===== src/rtl/imem_boot_loader.sv =====
// imem_boot_loader
// Boot sequencer for the core's writable instruction memory. While the core is
// held it receives a framed image over a byte stream:
//   SYNC, LEN_LO, LEN_HI, N*4 data bytes (little-endian words), CSUM
// Each word is written to instruction memory with a one-cycle write pulse.
// The checksum is the 8-bit sum of the two length bytes and all data bytes.
// A good checksum releases the core; any failure parks in ERR until the next
// sync byte arrives.
module imem_boot_loader #(
    parameter int          DEPTH_W     = 10,
    parameter logic [7:0]  SYNC_BYTE   = 8'hA5,
    parameter int          TIMEOUT_CYC = 1000000
) (
    input  logic               clk,
    input  logic               rstN,
    input  logic               rxValid,
    input  logic [7:0]         rxData,
    output logic               rxReady,
    input  logic               bootReq,
    output logic               imWe,
    output logic [DEPTH_W-1:0] imAddr,
    output logic [31:0]        imData,
    output logic               coreHold,
    output logic               done,
    output logic               error,
    output logic [15:0]        wordCount
);

    localparam logic [2:0] ST_WAIT_SYNC = 3'd0;
    localparam logic [2:0] ST_LEN0      = 3'd1;
    localparam logic [2:0] ST_LEN1      = 3'd2;
    localparam logic [2:0] ST_DATA      = 3'd3;
    localparam logic [2:0] ST_CSUM      = 3'd4;
    localparam logic [2:0] ST_RUN       = 3'd5;
    localparam logic [2:0] ST_ERR       = 3'd6;

    // Idle counter only needs to hold TIMEOUT_CYC-1; expiry is detected when a
    // further idle cycle would reach TIMEOUT_CYC.
    localparam int               IDLE_W    = $clog2(TIMEOUT_CYC);
    localparam logic [IDLE_W-1:0] IDLE_LAST = IDLE_W'(TIMEOUT_CYC - 1);
    localparam logic [16:0]      MAX_WORDS = 17'(2 ** DEPTH_W);

    logic [2:0]         state_q,    state_d;
    logic [15:0]        len_q,      len_d;
    logic [7:0]         sum_q,      sum_d;
    logic [1:0]         byteIdx_q,  byteIdx_d;
    logic [23:0]        word_q,     word_d;      // first three bytes of a word
    logic [15:0]        rcvd_q,     rcvd_d;      // words fully received
    logic [IDLE_W-1:0]  idle_q,     idle_d;
    logic               imWe_q,     imWe_d;
    logic [DEPTH_W-1:0] imAddr_q,   imAddr_d;
    logic [31:0]        imData_q,   imData_d;
    logic [15:0]        wordCnt_q,  wordCnt_d;

    logic        accept;
    logic        active;
    logic        timeout;
    logic [15:0] lenFull;

    assign rxReady  = (state_q != ST_RUN);
    assign accept   = rxValid & rxReady;
    assign active   = (state_q == ST_LEN0) || (state_q == ST_LEN1) ||
                      (state_q == ST_DATA) || (state_q == ST_CSUM);
    assign timeout  = active && !accept && (idle_q == IDLE_LAST);
    assign lenFull  = {rxData, len_q[7:0]};

    assign coreHold  = (state_q != ST_RUN);
    assign done      = (state_q == ST_RUN);
    assign error     = (state_q == ST_ERR);
    assign imWe      = imWe_q;
    assign imAddr    = imAddr_q;
    assign imData    = imData_q;
    assign wordCount = wordCnt_q;

    // Next-state logic: frame parsing, word assembly, checksum and timeout.
    always_comb begin
        state_d   = state_q;
        len_d     = len_q;
        sum_d     = sum_q;
        byteIdx_d = byteIdx_q;
        word_d    = word_q;
        rcvd_d    = rcvd_q;
        idle_d    = idle_q;
        imWe_d    = 1'b0;
        imAddr_d  = imAddr_q;
        imData_d  = imData_q;
        // The word counter advances at the end of each write pulse so that
        // imAddr equals wordCount while the pulse is high.
        wordCnt_d = wordCnt_q + (imWe_q ? 16'd1 : 16'd0);

        if (active) begin
            idle_d = accept ? '0 : idle_q + 1'b1;
        end

        case (state_q)
            ST_WAIT_SYNC, ST_ERR: begin
                if (accept && (rxData == SYNC_BYTE)) begin
                    state_d   = ST_LEN0;
                    sum_d     = 8'd0;
                    byteIdx_d = 2'd0;
                    idle_d    = '0;
                end
            end
            ST_LEN0: begin
                if (accept) begin
                    len_d[7:0] = rxData;
                    sum_d      = sum_q + rxData;
                    state_d    = ST_LEN1;
                end
            end
            ST_LEN1: begin
                if (accept) begin
                    len_d[15:8] = rxData;
                    sum_d       = sum_q + rxData;
                    if ((lenFull == 16'd0) || ({1'b0, lenFull} > MAX_WORDS)) begin
                        state_d = ST_ERR;
                    end else begin
                        state_d   = ST_DATA;
                        wordCnt_d = 16'd0;
                        rcvd_d    = 16'd0;
                        byteIdx_d = 2'd0;
                    end
                end
            end
            ST_DATA: begin
                if (accept) begin
                    sum_d     = sum_q + rxData;
                    word_d    = {rxData, word_q[23:8]};
                    byteIdx_d = byteIdx_q + 2'd1;
                    if (byteIdx_q == 2'd3) begin
                        imWe_d   = 1'b1;
                        imAddr_d = wordCnt_q[DEPTH_W-1:0];
                        imData_d = {rxData, word_q};
                        rcvd_d   = rcvd_q + 16'd1;
                        if ((rcvd_q + 16'd1) == len_q) begin
                            state_d = ST_CSUM;
                        end
                    end
                end
            end
            ST_CSUM: begin
                if (accept) begin
                    state_d = (rxData == sum_q) ? ST_RUN : ST_ERR;
                end
            end
            ST_RUN: begin
                if (bootReq) begin
                    state_d = ST_WAIT_SYNC;
                end
            end
            default: begin
                state_d = ST_WAIT_SYNC;
            end
        endcase

        if (timeout) begin
            state_d = ST_ERR;
            idle_d  = '0;
        end
    end

    // State and datapath registers with asynchronous active-low reset.
    always_ff @(posedge clk or negedge rstN) begin
        if (!rstN) begin
            state_q   <= ST_WAIT_SYNC;
            len_q     <= 16'd0;
            sum_q     <= 8'd0;
            byteIdx_q <= 2'd0;
            word_q    <= 24'd0;
            rcvd_q    <= 16'd0;
            idle_q    <= '0;
            imWe_q    <= 1'b0;
            imAddr_q  <= '0;
            imData_q  <= 32'd0;
            wordCnt_q <= 16'd0;
        end else begin
            state_q   <= state_d;
            len_q     <= len_d;
            sum_q     <= sum_d;
            byteIdx_q <= byteIdx_d;
            word_q    <= word_d;
            rcvd_q    <= rcvd_d;
            idle_q    <= idle_d;
            imWe_q    <= imWe_d;
            imAddr_q  <= imAddr_d;
            imData_q  <= imData_d;
            wordCnt_q <= wordCnt_d;
        end
    end

endmodule

===== config.mk =====
export PLATFORM = sky130hd
export DESIGN_NAME = imem_boot_loader
export DESIGN_NICKNAME = d
export VERILOG_FILES = /design/src/rtl/imem_boot_loader.sv
export SDC_FILE = /design/constraint.sdc
export NUM_CORES = 1
export LEC_CHECK = 0
export BUFFER_PORTS_ARGS = -buffer_cell sky130_fd_sc_hd__buf_4
export CORE_MARGIN = 2
export CORE_UTILIZATION = 45
export DETAILED_ROUTE_END_ITERATION = 6
export HOLD_SLACK_MARGIN = 0.1
export SLEW_MARGIN = 20
export SYNTH_ARGS = -nofsm -noshare
export SYNTH_HDL_FRONTEND = slang
export SYNTH_SLANG_ARGS = --single-unit
export TNS_END_PERCENT = 100

===== constraint.sdc =====
create_clock -name clk -period 7.2 [get_ports clk]
set_clock_uncertainty 0.15 [all_clocks]
set_input_delay 1.08 -clock clk [delete_from_list [all_inputs] [get_ports clk]]
set_output_delay 1.08 -clock clk [all_outputs]
set_load 0.01 [all_outputs]

==> flow_summary_export.csv <==
group,metric,value,unit
cts,post_cts_buffers,0,
yosys,synth_cell_types,62,
cts,clkSlewWorstSetupHoldPaths,70,ps
die,die_h,130,um
worst_setup_path,endpoint_kind,"register",
worst_setup_path,slowest_stage,"dfrtp_1",
die,dieArea,16900,um^2
drt,wirelength,16400,um
grt,grt_max_degree,79,
finish,syn2layout_area_growth,19.4,%
yosys,yosys-top-cells-area,"dfrtp_1, nand2_1, mux2_2",
drt,num_vias,5406,
cts,cts_resized,0,
die,io_pins,75,
grt,grt_pass1_wl,27400,um
drt,wire_per_inst,16.1,um
worst_setup_path,crit_path_start_kind,"register",
cts,clkLatencyLatePin,420,ps
placed_design,dpl.cell_count,990,
grt,overflow,0,
worst_setup_path,cp_cell_sequence,"ha_1 -> nand3_2 -> nor4_1 -> and3_1 -> xnor2_1 -> a2111oi_2 -> a31oi_1 -> a2111o_1",
yosys,synthDominantCellAreaShare,51.8,%
worst_setup_path,cp.required,7350,ps
placed_design,place_congestion,0.865,
drt,drt_iter0_markers,361,
timing,max-slew-margin-rel,40.1,%
finish,diodes,0,
hold_path,min_path_type,"register to register",
timing,finalSetupViolCount,0,
yosys,async_flop_share,100,%
yosys,synthTopCellsByCount,"nand2_1, dfrtp_1, nor2_1",
yosys,ys_seq_elements,148,
drt,dr.pass1.iters,5,
finish,final_cells,1022,
drt,antenna_left,0,
yosys,syn_area_per_cell,9.86,um^2
cts,clockBufferDepth,2,
die,core.rowCount,46,
timing,finalSetupTns,0,ps
timing,fin_crit_sh,41.8,%
worst_setup_path,cp_max_fo,10,
placed_design,post-dp-hpwl,11100,um
die,initial_core_util,45.5,%
cts,cts_htree_levels,4,
worst_setup_path,critical_path_class,"register to register",
yosys,syn-num-nets,750,
timing,drv_slew,0,
worst_setup_path,cpPeakStageDelay,480,ps
cts,cts_root_buf,"clkbuf_16",
placed_design,io_buffers,74,
worst_setup_path,crit_arrival,3160,ps
timing,post-route-min-period,3010,ps
timing,fmax,332,MHz
timing,hold_viol,0,
timing,tightest_slew,898,ps
yosys,ys.flop_type,"dfrtp_1",
drt,via_per_inst,5.29,
drt,drc,0,
yosys,synthesis.area,7150,um^2
cts,cts.sinks,148,
timing,rsz0062_at_grt,"no",
yosys,synth_most_common_cell,"nand2_1",
grt,antenna_found_initial,0,
grt,grtUsageTotal,20.7,%
die,fp.dieW,130,um
pwr,leakage,3.96,nW
yosys,yosysSeqAreaShare,51.8,%
pwr,max-vdd-ir-drop,0.000207,V
outcome,status,"finished, final reports clean",
cts,postCtsHoldBufs,0,
pwr,powerDensity,389,nW/um^2
yosys,yosysWarnings,0,
yosys,syn_inst,725,
yosys,yosys.area.top_type,"dfrtp_1",
finish,final_nets,818,
finish,final_layout_size_suffix_gt1_share,20.2,%
yosys,synth_edf_count,0,
run,drv_cap,0,
cts,numCtsBuffers,17,
grt,grt_pass1_vias,5365,
cts,cts_tree,"yes",
die,coreArea,15700,um^2
==> routing by layer <==
layer / share of wire [%] / track usage [%]
met2: 50 / 33.5
met4: 1.9 / 7.59
met1: 45 / 27.9
met5: 0 / 0
met3: 3.5 / 4.26
==> cell usage in the layout, fill, tap and decap left out, types with 12 or more instances in the layout <==
cell       netlist  final
buf_4            4     77
dfrtp_1        148    148
nand4_1         12     12
ha_1            12     12
nand3_1         31     31
inv_1           12     12
o21ai_0         40     40
nor2_1          64     64
nand2_1        159    159
clkbuf_16        0     17
xnor2_1         37     37
mux2_2          39     39
xor2_1          26     26
a21oi_1         19     19
==> per-stage QoR <==
stage	area, um^2	power (mW)	worst slack [ps]	util (%)	hold WS [ps]
floorplan	7150	1.96	4210	-	283
global placement	7870	2.30	3680	50.1	294
detailed placement	7870	2.34	3590	50.1	297
CTS	8530	3.35	4040	54.3	313
global route	8540	3.53	3960	54.3	350
finish	8540	3.32	4190	54.3	313
==> kinds of logic (layout without fill, tap and decap cells) <==
family	Yosys count	after routing	share of synthesized area (%)
adder cells (fa/ha/maj)	13	13	2.38
AO/OA/AOI/OAI	87	87	7.37
XOR/XNOR	63	63	7.72
AND/OR/NAND/NOR	331	331	21.6
buffers and inverters	42	123	2.73
flip-flops	148	148	51.8
multiplexers	41	41	6.42
==> cell type report <==
cell class | instances | area (um^2)
multi-input cells | 535 | 3260
clock inverters | 15 | 244
inverters | 13 | 48.8
clock buffers | 17 | 425
well taps | 216 | 270
flip-flops and latches | 148 | 3700
repair buffers | 78 | 589
fillers | 1414 | 7170
==> sequential cells by signal (all words and copies together) (netlist names), 3 cells and up <==
name       cells
word_q        24
rcvd_q        16
sum_q          8
state_q        3
idle_q        20
wordCount     16
imData        32
len_q         16
imAddr        10
==> final timing paths <==
check	endpoint	slack, ps	cells after the start	startpoint
max	state_q[1]	4190	8	rcvd_q[0]
min reg2reg	imData[0]	310	2	word_q[0]
min in group asynchronous	imAddr[5]	520	1	rstN
min	imData[0]	310	2	word_q[0]
max in group asynchronous	idle_q[18]	5000	2	rstN
max reg2reg	state_q[1]	4190	8	rcvd_q[0]
==> report_power, final <==
| part | internal, mW | switching (mW) |
|---|---|---|
| sequential | 1.09 | 0.236 |
| combinational | 0.495 | 0.493 |
| clock | 0.627 | 0.375 |
| total | 2.22 | 1.10 |
==> critical path, delay by kind of cell, from the launching register on <==
| family | cells | cell delay (ps) |
|---|---|---|
| AO/OA/AOI/OAI | 3 | 910 |
| XOR/XNOR | 1 | 100 |
| adder cells (fa/ha/maj) | 1 | 300 |
| flip-flops | 1 | 480 |
| AND/OR/NAND/NOR | 3 | 960 |
Power figures use the tool's default switching activity.
